--- src/rtl/sys_ctrl_rx_cmd_if.sv ---
// rtl/sys_ctrl_rx_cmd_if.sv - UART RX / RF / ALU / TX-sender signal bundle for sys_ctrl_rx_cmd
interface sys_ctrl_rx_cmd_if #(
    parameter int WIDTH = 8,
    parameter int ADDR  = 4,
    parameter int FUN_W = 4
);
    logic [WIDTH-1:0]   RX_P_DATA;
    logic               RX_D_VLD;
    logic [WIDTH-1:0]   RF_RdData;
    logic               RF_RdData_VLD;
    logic [2*WIDTH-1:0] ALU_OUT;
    logic               ALU_OUT_VLD;
    logic [ADDR-1:0]    RF_Address;
    logic               RF_WrEn;
    logic [WIDTH-1:0]   RF_WrData;
    logic               RF_RdEn;
    logic               ALU_EN;
    logic [FUN_W-1:0]   ALU_FUN;
    logic               CLK_GATE_EN;
    logic [WIDTH-1:0]   UART_RF_SENDER_DATA;
    logic               UART_RF_SENDER_VALID;
    logic [2*WIDTH-1:0] UART_ALU_SENDER_DATA;
    logic               UART_ALU_SENDER_VALID;
    logic               CMD_ERR;

    // master: the command sequencer; slave: the surrounding UART/RF/ALU/TX system
    modport master (
        input  RX_P_DATA, RX_D_VLD, RF_RdData, RF_RdData_VLD, ALU_OUT, ALU_OUT_VLD,
        output RF_Address, RF_WrEn, RF_WrData, RF_RdEn, ALU_EN, ALU_FUN, CLK_GATE_EN,
               UART_RF_SENDER_DATA, UART_RF_SENDER_VALID,
               UART_ALU_SENDER_DATA, UART_ALU_SENDER_VALID, CMD_ERR
    );
    modport slave (
        output RX_P_DATA, RX_D_VLD, RF_RdData, RF_RdData_VLD, ALU_OUT, ALU_OUT_VLD,
        input  RF_Address, RF_WrEn, RF_WrData, RF_RdEn, ALU_EN, ALU_FUN, CLK_GATE_EN,
               UART_RF_SENDER_DATA, UART_RF_SENDER_VALID,
               UART_ALU_SENDER_DATA, UART_ALU_SENDER_VALID, CMD_ERR
    );
endinterface

--- src/rtl/sys_ctrl_rx_cmd.sv ---
// rtl/sys_ctrl_rx_cmd.sv - UART RX frame parser driving RF/ALU strobes and TX sender results
// Optional inter-byte timeout abort enabled by defining SYS_CTRL_TIMEOUT_EN.
module sys_ctrl_rx_cmd #(
    parameter int WIDTH          = 8,
    parameter int ADDR           = 4,
    parameter int FUN_W          = 4,
    parameter int TIMEOUT_CYCLES = 1024
) (
    input  logic                  CLK,
    input  logic                  RST,
    sys_ctrl_rx_cmd_if.master     bus
);
    typedef enum logic [3:0] {
        IDLE, WR_ADDR, WR_DATA, RD_ADDR, RD_WAIT, ALU_A, ALU_B, ALU_FUN, ALU_WAIT
    } state_t;

    state_t              state, state_nx;
    logic [ADDR-1:0]     wr_addr_q, wr_addr_nx;
    logic                timeout;

    logic [ADDR-1:0]     rf_address_nx;
    logic                rf_wren_nx, rf_rden_nx, alu_en_nx, gate_nx, cmd_err_nx;
    logic [WIDTH-1:0]    rf_wrdata_nx, rf_snd_data_nx;
    logic [FUN_W-1:0]    alu_fun_nx;
    logic                rf_snd_vld_nx, alu_snd_vld_nx;
    logic [2*WIDTH-1:0]  alu_snd_data_nx;

`ifdef SYS_CTRL_TIMEOUT_EN
    localparam int CNT_W = $clog2(TIMEOUT_CYCLES + 1);
    logic [CNT_W-1:0] to_cnt;
    logic             accepted;

    // Stray bytes in the wait states are dropped, so they do not restart the timeout
    always_comb begin
        accepted = 1'b0;
        case (state)
            IDLE:     accepted = 1'b0;
            RD_WAIT:  accepted = bus.RF_RdData_VLD;
            ALU_WAIT: accepted = bus.ALU_OUT_VLD;
            default:  accepted = bus.RX_D_VLD;
        endcase
    end

    always_ff @(posedge CLK or negedge RST) begin
        if (!RST)
            to_cnt <= '0;
        else if (state == IDLE || accepted)
            to_cnt <= '0;
        else
            to_cnt <= to_cnt + 1'b1;
    end

    assign timeout = (state != IDLE) && !accepted && (to_cnt == CNT_W'(TIMEOUT_CYCLES - 1));
`else
    logic unused_timeout;
    assign unused_timeout = (TIMEOUT_CYCLES == 0);
    assign timeout        = 1'b0;
`endif

    always_ff @(posedge CLK or negedge RST) begin
        if (!RST) begin
            state                     <= IDLE;
            wr_addr_q                 <= '0;
            bus.RF_Address            <= '0;
            bus.RF_WrEn               <= 1'b0;
            bus.RF_WrData             <= '0;
            bus.RF_RdEn               <= 1'b0;
            bus.ALU_EN                <= 1'b0;
            bus.ALU_FUN               <= '0;
            bus.CLK_GATE_EN           <= 1'b0;
            bus.UART_RF_SENDER_DATA   <= '0;
            bus.UART_RF_SENDER_VALID  <= 1'b0;
            bus.UART_ALU_SENDER_DATA  <= '0;
            bus.UART_ALU_SENDER_VALID <= 1'b0;
            bus.CMD_ERR               <= 1'b0;
        end else begin
            state                     <= state_nx;
            wr_addr_q                 <= wr_addr_nx;
            bus.RF_Address            <= rf_address_nx;
            bus.RF_WrEn               <= rf_wren_nx;
            bus.RF_WrData             <= rf_wrdata_nx;
            bus.RF_RdEn               <= rf_rden_nx;
            bus.ALU_EN                <= alu_en_nx;
            bus.ALU_FUN               <= alu_fun_nx;
            bus.CLK_GATE_EN           <= gate_nx;
            bus.UART_RF_SENDER_DATA   <= rf_snd_data_nx;
            bus.UART_RF_SENDER_VALID  <= rf_snd_vld_nx;
            bus.UART_ALU_SENDER_DATA  <= alu_snd_data_nx;
            bus.UART_ALU_SENDER_VALID <= alu_snd_vld_nx;
            bus.CMD_ERR               <= cmd_err_nx;
        end
    end

    always_comb begin
        state_nx = state;
        if (timeout)
            state_nx = IDLE;
        else case (state)
            IDLE: if (bus.RX_D_VLD) begin
                case (bus.RX_P_DATA)
                    8'hAA:   state_nx = WR_ADDR;
                    8'hBB:   state_nx = RD_ADDR;
                    8'hCC:   state_nx = ALU_A;
                    8'hDD:   state_nx = ALU_FUN;
                    default: state_nx = IDLE;
                endcase
            end
            WR_ADDR:  if (bus.RX_D_VLD) state_nx = WR_DATA;
            WR_DATA:  if (bus.RX_D_VLD) state_nx = IDLE;
            RD_ADDR:  if (bus.RX_D_VLD) state_nx = RD_WAIT;
            RD_WAIT:  if (bus.RF_RdData_VLD) state_nx = IDLE;
            ALU_A:    if (bus.RX_D_VLD) state_nx = ALU_B;
            ALU_B:    if (bus.RX_D_VLD) state_nx = ALU_FUN;
            ALU_FUN:  if (bus.RX_D_VLD) state_nx = ALU_WAIT;
            ALU_WAIT: if (bus.ALU_OUT_VLD) state_nx = IDLE;
            default:  state_nx = IDLE;
        endcase
    end

    // Clock gate opens on the byte that enters ALU_FUN so it leads ALU_EN by at least one cycle
    always_comb begin
        wr_addr_nx      = wr_addr_q;
        rf_address_nx   = bus.RF_Address;
        rf_wrdata_nx    = bus.RF_WrData;
        alu_fun_nx      = bus.ALU_FUN;
        gate_nx         = bus.CLK_GATE_EN;
        rf_snd_data_nx  = bus.UART_RF_SENDER_DATA;
        alu_snd_data_nx = bus.UART_ALU_SENDER_DATA;
        rf_wren_nx      = 1'b0;
        rf_rden_nx      = 1'b0;
        alu_en_nx       = 1'b0;
        rf_snd_vld_nx   = 1'b0;
        alu_snd_vld_nx  = 1'b0;
        cmd_err_nx      = 1'b0;
        if (timeout) begin
            cmd_err_nx = 1'b1;
            gate_nx    = 1'b0;
        end else case (state)
            IDLE: if (bus.RX_D_VLD) begin
                case (bus.RX_P_DATA)
                    8'hAA, 8'hBB, 8'hCC: cmd_err_nx = 1'b0;
                    8'hDD:               gate_nx    = 1'b1;
                    default:             cmd_err_nx = 1'b1;
                endcase
            end
            WR_ADDR: if (bus.RX_D_VLD) wr_addr_nx = bus.RX_P_DATA[ADDR-1:0];
            WR_DATA: if (bus.RX_D_VLD) begin
                rf_wren_nx    = 1'b1;
                rf_address_nx = wr_addr_q;
                rf_wrdata_nx  = bus.RX_P_DATA;
            end
            RD_ADDR: if (bus.RX_D_VLD) begin
                rf_rden_nx    = 1'b1;
                rf_address_nx = bus.RX_P_DATA[ADDR-1:0];
            end
            RD_WAIT: begin
                cmd_err_nx = bus.RX_D_VLD;
                if (bus.RF_RdData_VLD) begin
                    rf_snd_vld_nx  = 1'b1;
                    rf_snd_data_nx = bus.RF_RdData;
                end
            end
            ALU_A: if (bus.RX_D_VLD) begin
                rf_wren_nx    = 1'b1;
                rf_address_nx = ADDR'(0);
                rf_wrdata_nx  = bus.RX_P_DATA;
            end
            ALU_B: if (bus.RX_D_VLD) begin
                rf_wren_nx    = 1'b1;
                rf_address_nx = ADDR'(1);
                rf_wrdata_nx  = bus.RX_P_DATA;
                gate_nx       = 1'b1;
            end
            ALU_FUN: begin
                gate_nx = 1'b1;
                if (bus.RX_D_VLD) begin
                    alu_en_nx  = 1'b1;
                    alu_fun_nx = bus.RX_P_DATA[FUN_W-1:0];
                end
            end
            ALU_WAIT: begin
                cmd_err_nx = bus.RX_D_VLD;
                if (bus.ALU_OUT_VLD) begin
                    alu_snd_vld_nx  = 1'b1;
                    alu_snd_data_nx = bus.ALU_OUT;
                    gate_nx         = 1'b0;
                end
            end
            default: cmd_err_nx = 1'b0;
        endcase
    end
endmodule

--- src/flat_wrapper.sv ---
// flat-port wrapper written by rule: the top's interface ports become plain ports
module sys_ctrl_rx_cmd_flat 
#(
    parameter int WIDTH          = 8,
    parameter int ADDR           = 4,
    parameter int FUN_W          = 4,
    parameter int TIMEOUT_CYCLES = 1024
)
  (CLK, RST, bus_RX_P_DATA, bus_RX_D_VLD, bus_RF_RdData, bus_RF_RdData_VLD, bus_ALU_OUT, bus_ALU_OUT_VLD, bus_RF_Address, bus_RF_WrEn, bus_RF_WrData, bus_RF_RdEn, bus_ALU_EN, bus_ALU_FUN, bus_CLK_GATE_EN, bus_UART_RF_SENDER_DATA, bus_UART_RF_SENDER_VALID, bus_UART_ALU_SENDER_DATA, bus_UART_ALU_SENDER_VALID, bus_CMD_ERR);
  sys_ctrl_rx_cmd_if #(.WIDTH(WIDTH), .ADDR(ADDR), .FUN_W(FUN_W)) bus_i ();
  input  logic CLK;
  input  logic RST;
  input wire logic [$bits(bus_i.RX_P_DATA)-1:0] bus_RX_P_DATA;
  input wire logic [$bits(bus_i.RX_D_VLD)-1:0] bus_RX_D_VLD;
  input wire logic [$bits(bus_i.RF_RdData)-1:0] bus_RF_RdData;
  input wire logic [$bits(bus_i.RF_RdData_VLD)-1:0] bus_RF_RdData_VLD;
  input wire logic [$bits(bus_i.ALU_OUT)-1:0] bus_ALU_OUT;
  input wire logic [$bits(bus_i.ALU_OUT_VLD)-1:0] bus_ALU_OUT_VLD;
  output wire logic [$bits(bus_i.RF_Address)-1:0] bus_RF_Address;
  output wire logic [$bits(bus_i.RF_WrEn)-1:0] bus_RF_WrEn;
  output wire logic [$bits(bus_i.RF_WrData)-1:0] bus_RF_WrData;
  output wire logic [$bits(bus_i.RF_RdEn)-1:0] bus_RF_RdEn;
  output wire logic [$bits(bus_i.ALU_EN)-1:0] bus_ALU_EN;
  output wire logic [$bits(bus_i.ALU_FUN)-1:0] bus_ALU_FUN;
  output wire logic [$bits(bus_i.CLK_GATE_EN)-1:0] bus_CLK_GATE_EN;
  output wire logic [$bits(bus_i.UART_RF_SENDER_DATA)-1:0] bus_UART_RF_SENDER_DATA;
  output wire logic [$bits(bus_i.UART_RF_SENDER_VALID)-1:0] bus_UART_RF_SENDER_VALID;
  output wire logic [$bits(bus_i.UART_ALU_SENDER_DATA)-1:0] bus_UART_ALU_SENDER_DATA;
  output wire logic [$bits(bus_i.UART_ALU_SENDER_VALID)-1:0] bus_UART_ALU_SENDER_VALID;
  output wire logic [$bits(bus_i.CMD_ERR)-1:0] bus_CMD_ERR;
  assign bus_i.RX_P_DATA = bus_RX_P_DATA;
  assign bus_i.RX_D_VLD = bus_RX_D_VLD;
  assign bus_i.RF_RdData = bus_RF_RdData;
  assign bus_i.RF_RdData_VLD = bus_RF_RdData_VLD;
  assign bus_i.ALU_OUT = bus_ALU_OUT;
  assign bus_i.ALU_OUT_VLD = bus_ALU_OUT_VLD;
  assign bus_RF_Address = bus_i.RF_Address;
  assign bus_RF_WrEn = bus_i.RF_WrEn;
  assign bus_RF_WrData = bus_i.RF_WrData;
  assign bus_RF_RdEn = bus_i.RF_RdEn;
  assign bus_ALU_EN = bus_i.ALU_EN;
  assign bus_ALU_FUN = bus_i.ALU_FUN;
  assign bus_CLK_GATE_EN = bus_i.CLK_GATE_EN;
  assign bus_UART_RF_SENDER_DATA = bus_i.UART_RF_SENDER_DATA;
  assign bus_UART_RF_SENDER_VALID = bus_i.UART_RF_SENDER_VALID;
  assign bus_UART_ALU_SENDER_DATA = bus_i.UART_ALU_SENDER_DATA;
  assign bus_UART_ALU_SENDER_VALID = bus_i.UART_ALU_SENDER_VALID;
  assign bus_CMD_ERR = bus_i.CMD_ERR;
  sys_ctrl_rx_cmd #(.WIDTH(WIDTH), .ADDR(ADDR), .FUN_W(FUN_W), .TIMEOUT_CYCLES(TIMEOUT_CYCLES)) u_core (.CLK(CLK), .RST(RST), .bus(bus_i));
endmodule
--- config.mk ---
export PLATFORM = sky130hd
export DESIGN_NAME = sys_ctrl_rx_cmd_flat
export DESIGN_NICKNAME = d
export VERILOG_FILES = /design/src/rtl/sys_ctrl_rx_cmd_if.sv /design/src/rtl/sys_ctrl_rx_cmd.sv /design/src/flat_wrapper.sv
export SDC_FILE = /design/constraint.sdc
export NUM_CORES = 1
export LEC_CHECK = 0
export ABC_AREA = 1
export CAP_MARGIN = 15
export CORE_ASPECT_RATIO = 0.5
export CORE_MARGIN = 2
export CORE_UTILIZATION = 41
export CTS_CLUSTER_DIAMETER = 80
export CTS_CLUSTER_SIZE = 28
export DETAILED_ROUTE_END_ITERATION = 8
export PLACE_DENSITY = 0.85
export SLEW_MARGIN = 20
export SYNTH_ARGS = -nofsm -noshare
export SYNTH_HDL_FRONTEND = slang
export SYNTH_SLANG_ARGS = --single-unit
--- constraint.sdc ---
create_clock -name CLK -period 1.2 [get_ports CLK]
set_clock_uncertainty 0.05 [all_clocks]
set_input_delay 0.18 -clock CLK [delete_from_list [all_inputs] [get_ports CLK]]
set_output_delay 0.18 -clock CLK [all_outputs]
set_load 0.005 [all_outputs]
# [Word-level counts from Yosys, hierarchy flattened]
# Cells that the tools add are included.
[op_classes] shifts=0 muxes=31 n_eq_ne=22 bitwise=0 multipliers=0 reduce_logical=14 n_div=0 n_lt_le_gt_ge=0 addsub=0
[ops] operator="2-to-1 mux 4 bit" count=12
[ops] operator="one-hot mux 4 bit (9 select lines)" count=1
[ops] operator="equality test 8 bit (second input constant)" count=4
[ops] operator="!= test 2 bit (second input constant)" count=10
[ops] operator="equality test 4 x 3 -> 1 bit (second input constant)" count=4
[ops] operator="one-hot mux 4 bit (4 select lines)" count=1
[ops] operator="2-to-1 mux 1 bit" count=14
[ops] operator="one-hot mux 3 bit (4 select lines)" count=1
[ops] operator="AND reduction 2 bit" count=5
[ops] operator="AND reduction 5 bit" count=2
[ops] operator="AND reduction 9 bit" count=1
[ops] operator="equality test 4 x 2 -> 1 bit (second input constant)" count=2
[ops] operator="nonzero test 4 bit" count=2
[ops] operator="equality test 4 x 1 -> 1 bit (second input constant)" count=1
[ops] operator="equality test 4 bit (second input constant)" count=1
[ops] operator="zero test 4 bit" count=1
[ops] operator="one-hot mux 1 bit (4 select lines)" count=1
[ops] operator="OR reduction 4 bit" count=1
[ops] operator="OR reduction 3 bit" count=1
[ops] operator="one-hot mux 1 bit (2 select lines)" count=1
[ops] operator="OR reduction 2 bit" count=1
[totals] latch_bits=0 mem_count=0 wordCells=81 ram_bits=0 in_bits=37 out_inout_bits=47 ff_bits=55 romBits=0

# [Logic depth before layout (Yosys ltp)]
[depth] ltp_word=5 ltp_mapped=10 mapped_depth_nobuf=9

# [Worst setup path after synthesis]
# OpenSTA, ideal clock, no wires.
[synth_timing] path_type="register -> register" from="register u_core.state[1]" to="register u_core.bus.UART_ALU_SENDER_DATA[0] (netlist name)" t_arrival_ns=1.141 stages_incl_launch_ff=7 setup_slack_ns=-0.114 synth_period_minus_slack_ns=1.314 path_buffers=2 setup_time_ns=0.123 path_cell_list="dfrtp_1 > buf_6 > nor2_2 > nand3_4 > clkbuf_1 > o21ai_0 > nand2_1"
[synth_between] elab_chain_cells=2
[synth_rtl] element="from (decl)" line_no="sys_ctrl_rx_cmd.sv:17" text="state_t state, state_nx;"
[synth_rtl] element="from (signal assigned)" line_no="sys_ctrl_rx_cmd.sv:77" text="state <= state_nx;"
[synth_rtl] element="equality test 4 bit" line_no="sys_ctrl_rx_cmd.sv:138" text="end else case (state)"
[synth_rtl] element="AND reduction 2 bit (no line)"
[synth_rtl] element="to (signal assigned)" line_no="sys_ctrl_rx_cmd.sv:88" text="bus.UART_ALU_SENDER_DATA <= alu_snd_data_nx;"
[synth_rtl] element="to (decl)" line_no="sys_ctrl_rx_cmd_if.sv:31" text="UART_ALU_SENDER_DATA, UART_ALU_SENDER_VALID, CMD_ERR"
# No other way between the ends.
# A chain may end at the register's enable or synchronous reset.

# [Worst setup path after layout]
[layout_timing] from="register u_core.state[3]" to="register u_core.state[1]"
[layout_between] elab_chain_cells=3 word_cells_on_any_way=20 cone_classes="17 x eq/ne; 1 x mux; 2 x reduce/logical"
[layout_rtl] element="equality test 4 x 3 -> 1 bit (tied with other cells)" line_no="sys_ctrl_rx_cmd.sv:98" text="else case (state)"
[layout_rtl] element="!= test 2 bit (no line)"
[layout_rtl] element="AND reduction 9 bit (no line)"
# Several ways; a longest one is shown, not always the timed one.

==> flow_metrics.py <==
metrics = {
    "outcome": {
        "status": "finished with violations",
        "violations": "setup timing",
    },
    "worst_setup_path": {
        "critPathRequiredTime_ns": 1.39,
        "start_kind": "register",
        "critPathKind": "register to register",
        "cp_max_fo": 6,
        "endpoint_kind": "register",
        "cp.arrival_ns": 1.76,
        "reg2reg_depth": 8,
        "r2r-end": "u_core.state[1]",
        "ff2ff_setup_slack_ns": -0.37,
        "r2r_start": "u_core.state[3]",
    },
    "timing": {
        "fin_setup_tns_ns": -13.47,
        "rsz0062_at_grt": "true",
        "hold_viol": 0,
        "drv_slew": 0,
        "setup_ws_ns": -0.368,
        "finalSetupViolations": 55,
        "fin_crit_ns": 1.57,
        "tightestPinTransition_ns": 0.385,
        "finalCritPeriodShare": 1.31,
        "slew_headroom": 0.744,
        "max_freq_mhz": 638,
    },
    "drt": {
        "dr.pass1.iters": 4,
        "via_per_inst": 5.06,
        "vias": 2720,
        "drc_errors": 0,
        "wl_per_cell_um": 16.0,
        "postRouteAntennaNets": 0,
        "drt_iter0_drc": 179,
        "wl_um": 8600,
    },
    "die": {
        "die_x_um": 114,
        "top_level_ports": 84,
        "start_util": 0.418,
        "core_um2": 5980,
        "rows": 20,
        "die-area_um2": 6770,
        "die_y_um": 59.2,
    },
    "clock_network": {
        "cts.path.max_buffers": 2,
        "htreeDepth": 2,
        "root_buffer": "clkbuf_16",
        "clkSinkCount": 55,
        "clk_pin_slew_worst_paths_ns": 0.08,
        "cts-buffers-inserted": 5,
        "insertion_delay_ns": 0.30,
        "cts_tree": "built",
    },
    "synthesis": {
        "synth.cell_area_um2": 2500,
        "synth-edff-count": 0,
        "syn_inst": 301,
        "synth_commonest_cells": "nand2_1 (128), dfrtp_1 (55), o21ai_0 (34), inv_1 (23), nor2_1 (14)",
        "synth_cell_types": 22,
        "yosysTopAreaCell": "dfrtp_1",
        "ys_seq_area_frac": 0.551,
        "synthArstFlopShare": 1.00,
        "synth_top_area_frac": 0.551,
        "yosysMostFrequentCell": "nand2_1",
        "yosys_warnings": 0,
        "syn_area_per_cell_um2": 8.30,
        "synth_area_leaders": "dfrtp_1 (55%), nand2_1 (19%), o21ai_0 (6.8%)",
        "ys_seq_elements": 55,
        "synth_flop_cell": "dfrtp_1",
        "syn_nets": 338,
    },
    "cells_and_area": {
        "area_growth_syn_to_layout_pct": 77.9,
        "layout-drive-gt1-share": 0.354,
        "final_area_um2": 4450,
        "fin_nets": 497,
        "antenna_cells": 0,
    },
    "place": {
        "io_buffer_count": 83,
        "gp_congestion": 0.848,
        "place_hpwl_um": 5000,
        "dpl-instance-area_um2": 3780,
        "preCtsSetupSlack_ns": -0.298,
    },
    "grt": {
        "grt.overflow.total": 0,
        "grt_pass1_vias": 2524,
        "grt_max_degree": 24,
        "antenna_found_initial": 0,
        "track_usage": 0.228,
        "grt_pass1_wl_um": 12000,
    },
    "job": {
        "maxCapViolations": 0,
    },
    "power": {
        "ir_drop_mv": 0.696,
        "power_uw": 6260,
        "powerDensity_nw_per_um2": 1410,
        "p_leak_uw": 0.00237,
    },
    "min_path": {
        "hold_class": "input pin to asynchronous set/reset pin",
    },
}
==> metrics by stage <==
| step | cells | utilization | hold WS [ns] |
|---|---|---|---|
| after floorplan | 301 | - | -0.166 |
| after global placement | 499 | 0.632 | 0.0634 |
| after detailed placement | 499 | 0.632 | 0.0680 |
| after CTS | 525 | 0.704 | 0.294 |
| after global routing | 538 | 0.743 | 0.312 |
| final | 538 | 0.743 | 0.280 |
==> flip-flops by register name, summed over array words and instances (netlist names), 4 cells and up <==
name / flops
u_core.bus.ALU_FUN: 4
u_core.bus.RF_Address: 4
u_core.bus.RF_WrData: 8
u_core.bus.UART_ALU_SENDER_DATA: 16
u_core.bus.UART_RF_SENDER_DATA: 8
u_core.state: 4
u_core.wr_addr_q: 4
==> cells in the final DEF (no fill, tap or decap), types with 8 or more instances in the layout <==
cell	n
buf_4	58
buf_6	11
clkdlybuf4s15_1	14
clkdlybuf4s50_1	35
dfrtp_1	51
dlygate4sd2_1	33
inv_1	20
nand2_1	101
nand2_2	23
nand2_4	9
nor2_1	10
nor2_4	8
o21ai_1	18
o21ai_2	17
==> layout make-up <==
class	instances	area [um2]
Clock buffer	5	125
Clock inverter	3	67.6
Fill cell	374	1540
Inverter	29	121
Multi-Input combinational cell	212	1220
Sequential cell	55	1380
Tap cell	77	96.3
Timing Repair Buffer	157	1430
==> worst max-delay path, stage by stage, from the launching register on <==
cell and delay, ns:
dfrtp_2 0.49, nor2_4 0.26, buf_4 0.16, nand3_2 0.10
nand2_2 0.11, nor2_1 0.05, nand2_1 0.10, nand2_1 0.09
nand2_1 0.08
==> worst max path at each step <==
| stage | startpoint | end | cells after the start |
|---|---|---|---|
| final | u_core.state[3] | u_core.state[1] | 8 |
| after global routing | u_core.state[3] | u_core.state[1] | 8 |
| after detailed placement | bus_RX_D_VLD | u_core.bus.CLK_GATE_EN | 8 |
| after global placement | bus_RX_D_VLD | u_core.state[2] | 8 |
| after CTS | u_core.state[0] | u_core.bus.UART_ALU_SENDER_DATA[14] | 6 |
| after floorplan | u_core.state[0] | u_core.bus.UART_RF_SENDER_DATA[6] | 6 |
==> routing by layer <==
layer | track usage | share of wire
met1 | 0.296 | 0.42
met2 | 0.406 | 0.50
met3 | 0.0297 | 0.050
met4 | 0.0714 | 0.023
met5 | 0 | 0
==> cell families after synthesis <==
kind of cell,Yosys count,share of synthesized area
simple gates,170,0.295
flops,55,0.551
compound gates,40,0.0861
buf+inv,35,0.0646
xor+xnor,1,0.00351
==> where the power goes <==
part / total [uW] / switching (uW) / internal, uW / leakage [uW]
combinational: 1820 / 756 / 1070 / 0.00158
sequential: 2550 / 261 / 2280 / 0.000705
clock: 1890 / 697 / 1200 / 0.0000900
total: 6260 / 1710 / 4550 / 0.00237
==> what timing repair did <==
action | in CTS | in global routing
hold buffers | 1 | 0
hold endpoints to repair | 11 | 0
gates resized for setup | 105 | 53
gates cloned | 1 | 1
buffers inserted | 17 | 12
pin swaps | 14 | 12
endpoints found under the setup margin | 100 | 73
No activity file was read; power rests on OpenSTA's default activity.
